[src/rtl/sysid_check_sequencer.sv]
// -----------------------------------------------------------------------------
// sysid_check_sequencer
//
// Boot-time checker for the system-ID slave. After a start pulse it reads
// word 0 (ID) and then word 1 (timestamp) over Avalon-MM, keeping at most one
// read outstanding. It compares both words against build-time constants and
// reports the result on sticky status flags. A read that gets no data within
// TIMEOUT_CYCLES restarts the whole sequence after a short gap, up to
// MAX_RETRIES times. After that the checker gives up and raises timeout_err.
//
// Ports
//   clock, reset         system clock, asynchronous active-high reset
//   start                begin a check sequence (only sampled while idle)
//   busy                 sequence in progress
//   done                 one-cycle pulse when the sequence ends
//   pass                 both words matched
//   id_mismatch          word 0 differed from EXPECTED_ID
//   ts_mismatch          word 1 differed from EXPECTED_TIMESTAMP
//   timeout_err          retries exhausted without a complete sequence
//   id_value, ts_value   last captured word 0 / word 1
//   avm_*                Avalon-MM read master interface
// -----------------------------------------------------------------------------
module sysid_check_sequencer #(
    parameter logic [31:0] EXPECTED_ID        = 32'd0,
    parameter logic [31:0] EXPECTED_TIMESTAMP = 32'd1487792956,
    parameter int unsigned TIMEOUT_CYCLES     = 255,
    parameter int unsigned MAX_RETRIES        = 3
) (
    input  logic        clock,
    input  logic        reset,
    input  logic        start,
    output logic        busy,
    output logic        done,
    output logic        pass,
    output logic        id_mismatch,
    output logic        ts_mismatch,
    output logic        timeout_err,
    output logic [31:0] id_value,
    output logic [31:0] ts_value,
    output logic        avm_address,
    output logic        avm_read,
    input  logic        avm_waitrequest,
    input  logic [31:0] avm_readdata,
    input  logic        avm_readdatavalid
);

    typedef enum logic [2:0] {
        S_IDLE, S_RD_ID, S_WT_ID, S_RD_TS, S_WT_TS, S_CHECK, S_GAP, S_DONE
    } state_t;

    localparam logic [15:0] TMO_LAST    = 16'(TIMEOUT_CYCLES - 1);
    localparam logic [7:0]  MAX_RETRY_L = 8'(MAX_RETRIES);

    state_t      state_q, state_d;
    logic [15:0] tmo_cnt_q, tmo_cnt_d;
    logic [7:0]  retry_cnt_q, retry_cnt_d;
    logic [1:0]  gap_cnt_q, gap_cnt_d;
    logic        pass_q, pass_d;
    logic        id_mm_q, id_mm_d;
    logic        ts_mm_q, ts_mm_d;
    logic        tmo_err_q, tmo_err_d;
    logic [31:0] id_value_q, id_value_d;
    logic [31:0] ts_value_q, ts_value_d;
    logic        busy_q, busy_d;
    logic        done_q, done_d;
    logic        rd_q, rd_d;
    logic        addr_q, addr_d;
    logic        rd_phase;
    logic        id_phase;
    logic        rsp_hit;

    always_ff @(posedge clock or posedge reset) begin
        if (reset) begin
            state_q     <= S_IDLE;
            tmo_cnt_q   <= '0;
            retry_cnt_q <= '0;
            gap_cnt_q   <= '0;
            pass_q      <= 1'b0;
            id_mm_q     <= 1'b0;
            ts_mm_q     <= 1'b0;
            tmo_err_q   <= 1'b0;
            id_value_q  <= '0;
            ts_value_q  <= '0;
            busy_q      <= 1'b0;
            done_q      <= 1'b0;
            rd_q        <= 1'b0;
            addr_q      <= 1'b0;
        end else begin
            state_q     <= state_d;
            tmo_cnt_q   <= tmo_cnt_d;
            retry_cnt_q <= retry_cnt_d;
            gap_cnt_q   <= gap_cnt_d;
            pass_q      <= pass_d;
            id_mm_q     <= id_mm_d;
            ts_mm_q     <= ts_mm_d;
            tmo_err_q   <= tmo_err_d;
            id_value_q  <= id_value_d;
            ts_value_q  <= ts_value_d;
            busy_q      <= busy_d;
            done_q      <= done_d;
            rd_q        <= rd_d;
            addr_q      <= addr_d;
        end
    end

    always_comb begin
        state_d     = state_q;
        tmo_cnt_d   = tmo_cnt_q;
        retry_cnt_d = retry_cnt_q;
        gap_cnt_d   = gap_cnt_q;
        pass_d      = pass_q;
        id_mm_d     = id_mm_q;
        ts_mm_d     = ts_mm_q;
        tmo_err_d   = tmo_err_q;
        id_value_d  = id_value_q;
        ts_value_d  = ts_value_q;
        rd_phase    = (state_q == S_RD_ID) || (state_q == S_RD_TS);
        id_phase    = (state_q == S_RD_ID) || (state_q == S_WT_ID);
        rsp_hit     = 1'b0;

        case (state_q)
            S_IDLE: begin
                if (start) begin
                    state_d     = S_RD_ID;
                    pass_d      = 1'b0;
                    id_mm_d     = 1'b0;
                    ts_mm_d     = 1'b0;
                    tmo_err_d   = 1'b0;
                    retry_cnt_d = '0;
                    tmo_cnt_d   = '0;
                end
            end

            S_RD_ID, S_WT_ID, S_RD_TS, S_WT_TS: begin
                tmo_cnt_d = tmo_cnt_q + 16'd1;
                // Data in the accept cycle itself counts only once the
                // slave has stopped stalling.
                rsp_hit = rd_phase ? (!avm_waitrequest && avm_readdatavalid)
                                   : avm_readdatavalid;
                // A capture wins over a timeout landing in the same cycle.
                if (rsp_hit) begin
                    if (id_phase) begin
                        id_value_d = avm_readdata;
                        state_d    = S_RD_TS;
                        tmo_cnt_d  = '0;
                    end else begin
                        ts_value_d = avm_readdata;
                        state_d    = S_CHECK;
                    end
                end else if (tmo_cnt_q == TMO_LAST) begin
                    // Leaving the read states drops avm_read even if the
                    // slave is still stalling; this is the recovery path.
                    if (retry_cnt_q < MAX_RETRY_L) begin
                        retry_cnt_d = retry_cnt_q + 8'd1;
                        gap_cnt_d   = '0;
                        state_d     = S_GAP;
                    end else begin
                        tmo_err_d = 1'b1;
                        state_d   = S_DONE;
                    end
                end else if (rd_phase && !avm_waitrequest) begin
                    state_d = id_phase ? S_WT_ID : S_WT_TS;
                end
            end

            // Quiet period that swallows late responses from an abandoned
            // read before the sequence restarts from word 0.
            S_GAP: begin
                gap_cnt_d = gap_cnt_q + 2'd1;
                if (gap_cnt_q == 2'd3) begin
                    state_d   = S_RD_ID;
                    tmo_cnt_d = '0;
                end
            end

            S_CHECK: begin
                id_mm_d = (id_value_q != EXPECTED_ID);
                ts_mm_d = (ts_value_q != EXPECTED_TIMESTAMP);
                pass_d  = (id_value_q == EXPECTED_ID) &&
                          (ts_value_q == EXPECTED_TIMESTAMP);
                state_d = S_DONE;
            end

            S_DONE: state_d = S_IDLE;

            default: state_d = S_IDLE;
        endcase
    end

    // Registered outputs are derived from the next state so they line up
    // with the state they describe.
    always_comb begin
        rd_d   = (state_d == S_RD_ID) || (state_d == S_RD_TS);
        addr_d = (state_d == S_RD_TS);
        busy_d = (state_d != S_IDLE) && (state_d != S_DONE);
        done_d = (state_d == S_DONE);
    end

    assign busy        = busy_q;
    assign done        = done_q;
    assign pass        = pass_q;
    assign id_mismatch = id_mm_q;
    assign ts_mismatch = ts_mm_q;
    assign timeout_err = tmo_err_q;
    assign id_value    = id_value_q;
    assign ts_value    = ts_value_q;
    assign avm_address = addr_q;
    assign avm_read    = rd_q;

endmodule
[config.mk]
export PLATFORM = sky130hd
export DESIGN_NAME = sysid_check_sequencer
export DESIGN_NICKNAME = d
export VERILOG_FILES = /design/src/rtl/sysid_check_sequencer.sv
export SDC_FILE = /design/constraint.sdc
export NUM_CORES = 1
export LEC_CHECK = 0
export BUFFER_PORTS_ARGS = -buffer_cell sky130_fd_sc_hd__buf_2
export CORE_MARGIN = 4
export CORE_UTILIZATION = 40
export CTS_CLUSTER_DIAMETER = 50
export CTS_CLUSTER_SIZE = 30
export DETAILED_ROUTE_END_ITERATION = 10
export SLEW_MARGIN = 20
export SYNTH_ARGS = -nofsm -noshare
export SYNTH_HDL_FRONTEND = slang
export SYNTH_SLANG_ARGS = --single-unit
[constraint.sdc]
create_clock -name clock -period 3.6 [get_ports clock]
set_input_delay 0.36 -clock clock [delete_from_list [all_inputs] [get_ports clock]]
set_output_delay 0.36 -clock clock [all_outputs]
set_load 0.02 [all_outputs]
# Yosys cells after proc, flatten, opt, wreduce, memory -nomap -nowiden
# Cells that the tools add are included.
# op_classes
add_sub_neg	3
order_cmp	1
eq_ne	21
mux	32
n_bitwise	1
n_reduce_logical	24
# ops
cell	count
two-way mux 16 bit	4
case mux 16 bit (3 select lines)	1
equality test 32 x 31 -> 1 bit, second input constant	1
zero test 32 bit	1
two-way mux 8 bit	4
inequality test 32 x 31 -> 1 bit, second input constant	1
nonzero test 32 bit	1
two-way mux 3 bit	7
adder 16 x 1 -> 16 bit, second input constant	1
equality test 16 x 8 -> 1 bit, second input constant	1
case mux 8 bit (2 select lines)	1
equality test 3 bit, second input constant	5
case mux 3 bit (5 select lines)	1
inequality test 2 bit, second input constant	6
AND reduction 5 bit	2
equality test 3 x 2 -> 1 bit, second input constant	3
AND reduction 3 bit	3
adder 8 x 1 -> 8 bit, second input constant	1
< comparator 8 x 2 -> 1 bit, second input constant	1
case mux 1 bit (2 select lines)	4
equality test 3 x 1 -> 1 bit, second input constant	2
two-way mux 1 bit	6
two-way mux 2 bit	3
nonzero test 2 bit	3
13 further kinds	19
# totals
ff_bits	101
elab_cells	96

# Depth between registers and ports, before layout
# Gate-level depths: netlist (run 1).
# logic_depth
word_depth	9
depth_mapped	8
ltp_nobuf	8

# Least setup slack after synthesis (run 1)
# Ideal clock, no wire load.
# synth_path
path_type	register to register
from	reg retry_cnt_q[0]
to	reg gap_cnt_q[1]
arrival_ns	1.872
t_required_ns	3.478
path_slack_ns	1.606
path_stages_with_launch	8
synth_period_minus_slack_ns	1.994
cell_sequence	dfrtp_1 ha_1 or4_4 nor4_4 nor3b_2 nor2b_1 o221ai_1 a32o_1
# synth_via
elab_chain_len	3
# synth_lines
element	line	text
start: declaration	56	logic [7:0] retry_cnt_q, retry_cnt_d;
start signal: assignment	91	retry_cnt_q <= retry_cnt_d;
< comparator 8 x 2 -> 1 bit	153	if (retry_cnt_q < MAX_RETRY_L) begin
inequality test 2 bit (no line)	--	
AND reduction 4 bit (no line)	--	
end signal: assignment	92	gap_cnt_q <= gap_cnt_d;
end: declaration	57	logic [1:0] gap_cnt_q, gap_cnt_d;
# No other way between the ends.
# A chain may end at the register's enable or synchronous reset.

# Worst setup path in the final report (run 1)
# Same ends and word-level chain as after synthesis.

==> metrics.yaml, run 1 <==
cp.required_ps: 3820
routed_via_density: 5.24
relSlewSlack: 0.372
grt_pass1_vias: 3449
ys_ff_latch: 101
synth_edf_count: 0
port_buffers: 108
ys_types: 51
finalSetupTns_ps: 0
netlist.area_leader.share: 0.553
drive_gt1_frac: 0.417
first_iter_violations: 104
synth_top_area_cell: "dfrtp_1"
cts-resized-gates: 0
clk_latency_ps: 340
tightest_slew_ps: 942
cts-root-buf: "clkbuf_16"
antenna_found_initial: 0
syn-num-nets: 421
finalHoldViolations: 0
synth_cells: 380
fin_crit_ps: 2200
vias: 3310
fin_cells: 632
final_nets: 529
cts_tree: "done"
cts_hold_buffers: 0
dp_hpwl_um: 7200
crit_fanout: 3
cts_buffer_depth: 2
drc_errors: 0
h-tree-depth: 3
power.density_nw_per_um2: 955
cp-start-kind: "flip-flop"
area_delta_synth_final_pct: 20.4
wl_per_cell_um: 15.9
hold_slack_ps: 237
gp_congestion: 0.831
synth-main-ff-cell: "dfrtp_1"
rows: 38
syn_avg_cell_area_um2: 12.0
coreArea_um2: 11000
post-place-cells: 617
rsz0062_at_grt: "no"
grt_max_degree: 80
drv_cap: 0
seq_area_frac_synth: 0.553
synth_area_leaders: "dfrtp_1, mux2_2, o21ai_0"
die-area_um2: 13200
leakage_nw: 2.50
yosysWarnings: 0
setup_viol: 0
layout_setup_ws_ps: 1400
grt_pass1_wl_um: 17200
start_util: 0.414
outcome: "complete, no violations"
pre_cts_ws_ps: 1440
fin_crit_sh: 0.611
critical_path_class: "flip-flop to flip-flop"
arrival_ps: 2420
clock_skew_ps: 11.2
first_pass_iters: 4
hold_path_class: "input pin to async pin"
cts.sinks: 101
synthArstFlopShare: 1.00
layout_common_cells: "buf_2, dfrtp_1, mux2_2"
die-width_um: 115
ant_nets: 0
drt-total-wl_um: 10000
track_usage: 0.160
globalRouteOverflowTotal: 0
die_y_um: 115
netlist_area_um2: 4570
diodes: 0
cp-end-kind: "flip-flop"
post_cts_buffers: 0
path_clk_slew_ps: 70
peakVddDrop_v: 0.000480
max_freq_mhz: 454
layout_commonest_cell: "buf_2"
cts_buffers: 9
ioPinCount: 109
maxSlewViolCount: 0
==> path summary, 6_finish.rpt <==
kind	end	cells after the start	startpoint	slack (ps)
hold reg to reg	retry_cnt_q[0]	1	retry_cnt_q[0]	500
hold / removal	id_value[1]	2	reset	240
setup / recovery	gap_cnt_q[1]	7	retry_cnt_q[0]	1400
max in group asynchronous	id_mismatch	3	reset	2500
min in group clock	ts_value[13]	2	avm_readdata[13]	260
setup reg to reg	gap_cnt_q[1]	7	retry_cnt_q[0]	1400
==> area by class of cell <==
class,instances,area (um^2)
Clock buffer,9,225
Clock inverter,6,55.1
Fill cell,1022,5530
Inverter,10,40.0
Multi-Input combinational cell,254,1910
Sequential cell,101,2530
Tap cell,140,175
Timing Repair Buffer,112,571
==> kinds of logic after synthesis <==
logic type,share of synthesized area
buffers and inverters,0.0326
multiplexers,0.164
AND/OR/NAND/NOR,0.154
XOR/XNOR,0.0153
adder cells (fa/ha/maj),0.0110
flip-flops,0.553
AO/OA/AOI/OAI,0.0690
==> layer usage <==
| metal | part of all wire | up-vias | routed length, um | track usage |
|---|---|---|---|---|
| met4 | 0.0089 | 0 | 89 | 0.0360 |
| met5 | 0 | - | 0 | 0 |
| met2 | 0.47 | 91 | 4710 | 0.260 |
| met3 | 0.074 | 8 | 744 | 0.0526 |
| li1 | - | 1600 | - | - |
| met1 | 0.45 | 1611 | 4480 | 0.210 |
==> power breakdown <==
group          total (W)  internal, W  switching, W
Combinational    0.00231     0.000993       0.00131
Sequential       0.00203      0.00160      0.000430
Clock           0.000915     0.000479      0.000436
Total            0.00525      0.00308       0.00218
==> Yosys cell counts, types with 3 or more instances <==
cell and n:
o31ai_1 3, a21oi_1 9, nor2_1 26, mux2_2 64, mux2i_1 3, nor2b_1 5, nand4_1 9, nor4_1 14
buf_2 6, ha_1 4, o21a_1 3, clkbuf_8 4, nand2b_1 3, nand2_1 20, inv_1 10, nor3_1 8
clkbuf_1 4, nand3_1 13, and2_1 5, and4b_1 3, xnor2_1 7, o21ai_0 22, dfrtp_1 101
==> metrics by stage <==
| step | instance area (um^2) | power [W] | utilization |
|---|---|---|---|
| floorplan | 4570 | 0.00367 | - |
| global placement | 5220 | 0.00434 | 0.473 |
| detailed placement | 5220 | 0.00438 | 0.473 |
| CTS | 5500 | 0.00531 | 0.499 |
| global route | 5500 | 0.00564 | 0.499 |
| finish | 5500 | 0.00525 | 0.499 |
==> worst max-delay path, cell delays in order (launching register included) <==
cell      delay [ps]
dfrtp_1          400
ha_1             210
or4_4            440
nor4_4           190
nor3b_2          270
nor2b_1          160
o221ai_1         160
a32o_1           250
==> sequential cells by signal, indices dropped and copies added, names as in the netlist <==
name	flops
retry_cnt_q	8
timeout_err	1
id_mismatch	1
pass	1
state_q	3
avm_read	1
avm_address	1
ts_mismatch	1
ts_value	32
busy	1
id_value	32
gap_cnt_q	2
tmo_cnt_q	16
done	1
No activity file was read; power rests on OpenSTA's default activity.
==> run 2: changes to the inputs <==
ABC_AREA = 1   (was default)
clock period = 2 ns   (was 3.6 ns; I/O delays follow)
==> metrics.yaml, run 2 <==
drc_errors: 0  # unchanged
cp.required_ps: 2230  # was 3820 ps
track_usage: 0.173  # was 0.160
die-width_um: 115  # about the same
crit_fanout: 14  # was 3
arrival_ps: 2010  # was 2420 ps
ys_top_cells_by_count: "nand2_1, dfrtp_1, inv_1"  # was dfrtp_1, mux2_2, nor2_1
layout_commonest_cell: "nand2_1"  # was buf_2
yosysWarnings: 0  # unchanged
ys_types: 35  # was 51
cp_slowest_cell: "dfrtp_1"  # was or4_4
path_clk_slew_ps: 70  # about the same
finalHoldViolations: 0  # unchanged
gp_congestion: 0.823  # was 0.831
final_nets: 672  # was 529
first_pass_iters: 5  # was 4
ant_nets: 0  # unchanged
cts.sinks: 101  # unchanged
peakVddDrop_v: 0.000755  # was 0.000480 V
fillerInstances: 1055  # was 1022
cts_buffer_depth: 2  # unchanged
start_util: 0.413  # was 0.414
worstHoldPathCells: 3
grt_max_degree: 45  # was 80
critical_path_class: "flip-flop to flip-flop"  # unchanged
slowest_delay_ps: 450  # was 440 ps
rows: 38  # unchanged
finalSetupTns_ps: 0  # unchanged
leakage_nw: 2.96  # was 2.50 nW
die-area_um2: 13100  # was 13200 um^2
drv_cap: 0  # unchanged
first_iter_violations: 202  # was 104
yosysMostFrequentCell: "nand2_1"  # was dfrtp_1
dp_hpwl_um: 8330  # was 7200 um
outcome: "complete, no violations"  # unchanged
hold_path_class: "input pin to flip-flop"  # was input pin to async pin
cp-start-kind: "flip-flop"  # unchanged
port_buffers: 108  # unchanged
reg2reg_depth: 8  # was 7
netlist.area_leader.share: 0.557  # was 0.553
synth_area_leaders: "dfrtp_1, nand2_1, o21ai_0"  # was dfrtp_1, mux2_2, o21ai_0
routed_via_density: 4.78  # was 5.24
cp-end-kind: "flip-flop"  # unchanged
maxSlewViolCount: 0  # unchanged
clock_skew_ps: 6.95  # was 11.2 ps
syn-num-nets: 559  # was 421
setup_viol: 0  # unchanged
coreArea_um2: 11000  # about the same
cts_tree: "done"  # unchanged
syn_avg_cell_area_um2: 8.77  # was 12.0 um^2
globalRouteOverflowTotal: 0  # unchanged
synth_cells: 518  # was 380
netlist_area_um2: 4540  # was 4570 um^2
drive_gt1_frac: 0.257  # was 0.417
synth_top_area_cell: "dfrtp_1"  # unchanged
drt-total-wl_um: 10800  # was 10000 um
cts_buffers: 9  # unchanged
vias: 3701  # was 3310
power.density_nw_per_um2: 1650  # was 955 nW/um^2
crit_path_cell_trace: "inv_2, nand3_1, nand2_1, nand2_2, nand2_4, inv_2, nand2_4, mux2_2"  # was ha_1, or4_4, nor4_4, nor3b_2, nor2b_1, o221ai_1, a32o_1
area_delta_synth_final_pct: 22.5  # was 20.4%
synth-main-ff-cell: "dfrtp_1"  # unchanged
layout_common_cells: "nand2_1, buf_2, dfrtp_1"  # was buf_2, dfrtp_1, mux2_2
rsz0062_at_grt: "no"  # unchanged
antenna_found_initial: 0  # unchanged
max_freq_mhz: 562  # was 454 MHz
die_y_um: 115  # about the same
diodes: 0  # unchanged
clk_latency_ps: 340  # about the same
relSlewSlack: 0.586  # was 0.372
ioPinCount: 109  # unchanged
fin_crit_sh: 0.889  # was 0.611
cts-root-buf: "clkbuf_16"  # unchanged
wl_per_cell_um: 14.0  # was 15.9 um
fin_crit_ps: 1780  # was 2200 ps
cts-resized-gates: 0  # unchanged
seq_area_frac_synth: 0.557  # was 0.553
tightest_slew_ps: 620  # was 942 ps
grt_pass1_wl_um: 17700  # was 17200 um
synth_edf_count: 0  # unchanged
synthArstFlopShare: 1.00  # unchanged
grt_pass1_vias: 3614  # was 3449
h-tree-depth: 3  # unchanged
hold_slack_ps: 63.3  # was 237 ps
ys_ff_latch: 101  # unchanged
run 2: cell types whose count changed after synthesis, moves of 5 or more:
cell / before / now
nor2_1: 26 / 43
mux2_2: 64 / 5
and2_1: 5 / 0
o21ai_0: 22 / 56
nand2_4: 0 / 5
nor2b_1: 5 / 0
xnor2_1: 7 / 0
inv_1: 10 / 67
inv_2: 0 / 8
nand2_1: 20 / 130
nand3_1: 13 / 23
run 2: cell type report:
type                       instances  area (um^2)  area share
multi-input combinational        330         1670       0.300
tap                              140          175      0.0315
inverter                          75          285      0.0513
timing repair buffer             114          626       0.112
sequential                       101         2530       0.454
clock inverter                     3         21.3     0.00382
clock buffer                      12          256      0.0461
run 2: metrics by stage:
| step | cells | worst slack [ps] | util | total power (W) | instance area, um^2 |
|---|---|---|---|---|---|
| 2_1_floorplan | 518 | 385 | - | 0.00624 | 4540 |
| 3_3_place_gp | 759 | 275 | 0.480 | 0.00753 | 5280 |
| 3_5_place_dp | 759 | 241 | 0.480 | 0.00761 | 5280 |
| 4_1_cts | 775 | 223 | 0.506 | 0.00928 | 5560 |
| 5_1_grt | 775 | 9.94 | 0.506 | 0.00992 | 5560 |
| 6_report | 775 | 221 | 0.506 | 0.00918 | 5560 |
run 2: logic make-up after synthesis:
| family | share of synthesized area |
|---|---|
| compound gates | 0.0843 |
| xor+xnor | 0.00964 |
| fa+ha+maj | 0.0110 |
| buf+inv | 0.0752 |
| flops | 0.557 |
| mux | 0.0256 |
| simple gates | 0.238 |
run 2: worst paths after layout:
kind,startpoint,slack (ps),to
setup / recovery,state_q[2],220,ts_value[6]
hold / removal,avm_readdata[8],60,id_value[8]
setup reg to reg,state_q[2],220,ts_value[6]
hold reg to reg,tmo_cnt_q[15],460,tmo_cnt_q[15]
max in group asynchronous,reset,940,retry_cnt_q[6]
min in group asynchronous,reset,480,id_value[27]
run 2: where the power goes:
group	switching (W)	internal (W)	leakage [nW]	total [W]
clock network	0.000734	0.000905	0.135	0.00164
registers	0.000652	0.00281	1.29	0.00346
logic	0.00271	0.00137	1.54	0.00408
total	0.00409	0.00509	2.96	0.00918
run 2: repair_timing:
action / CTS / global route
hold endpoints to repair: 24 / 0
hold buffers: 1 / 0
setup buffers: 0 / 0
run 2: critical path: cells and delay by family (launching register included):
family | cells | cell delay [ps]
buffers and inverters | 2 | 190
DFF | 1 | 450
muxes | 1 | 360
and+or+nand+nor | 5 | 660
run 2: per-layer routing:
metal  wire (um)  share of wire  global-route usage
met1        5050           0.47               0.234
met2        4940           0.46               0.270
met3         619          0.057              0.0365
met5           0              0                   0
met4         206          0.019              0.0713
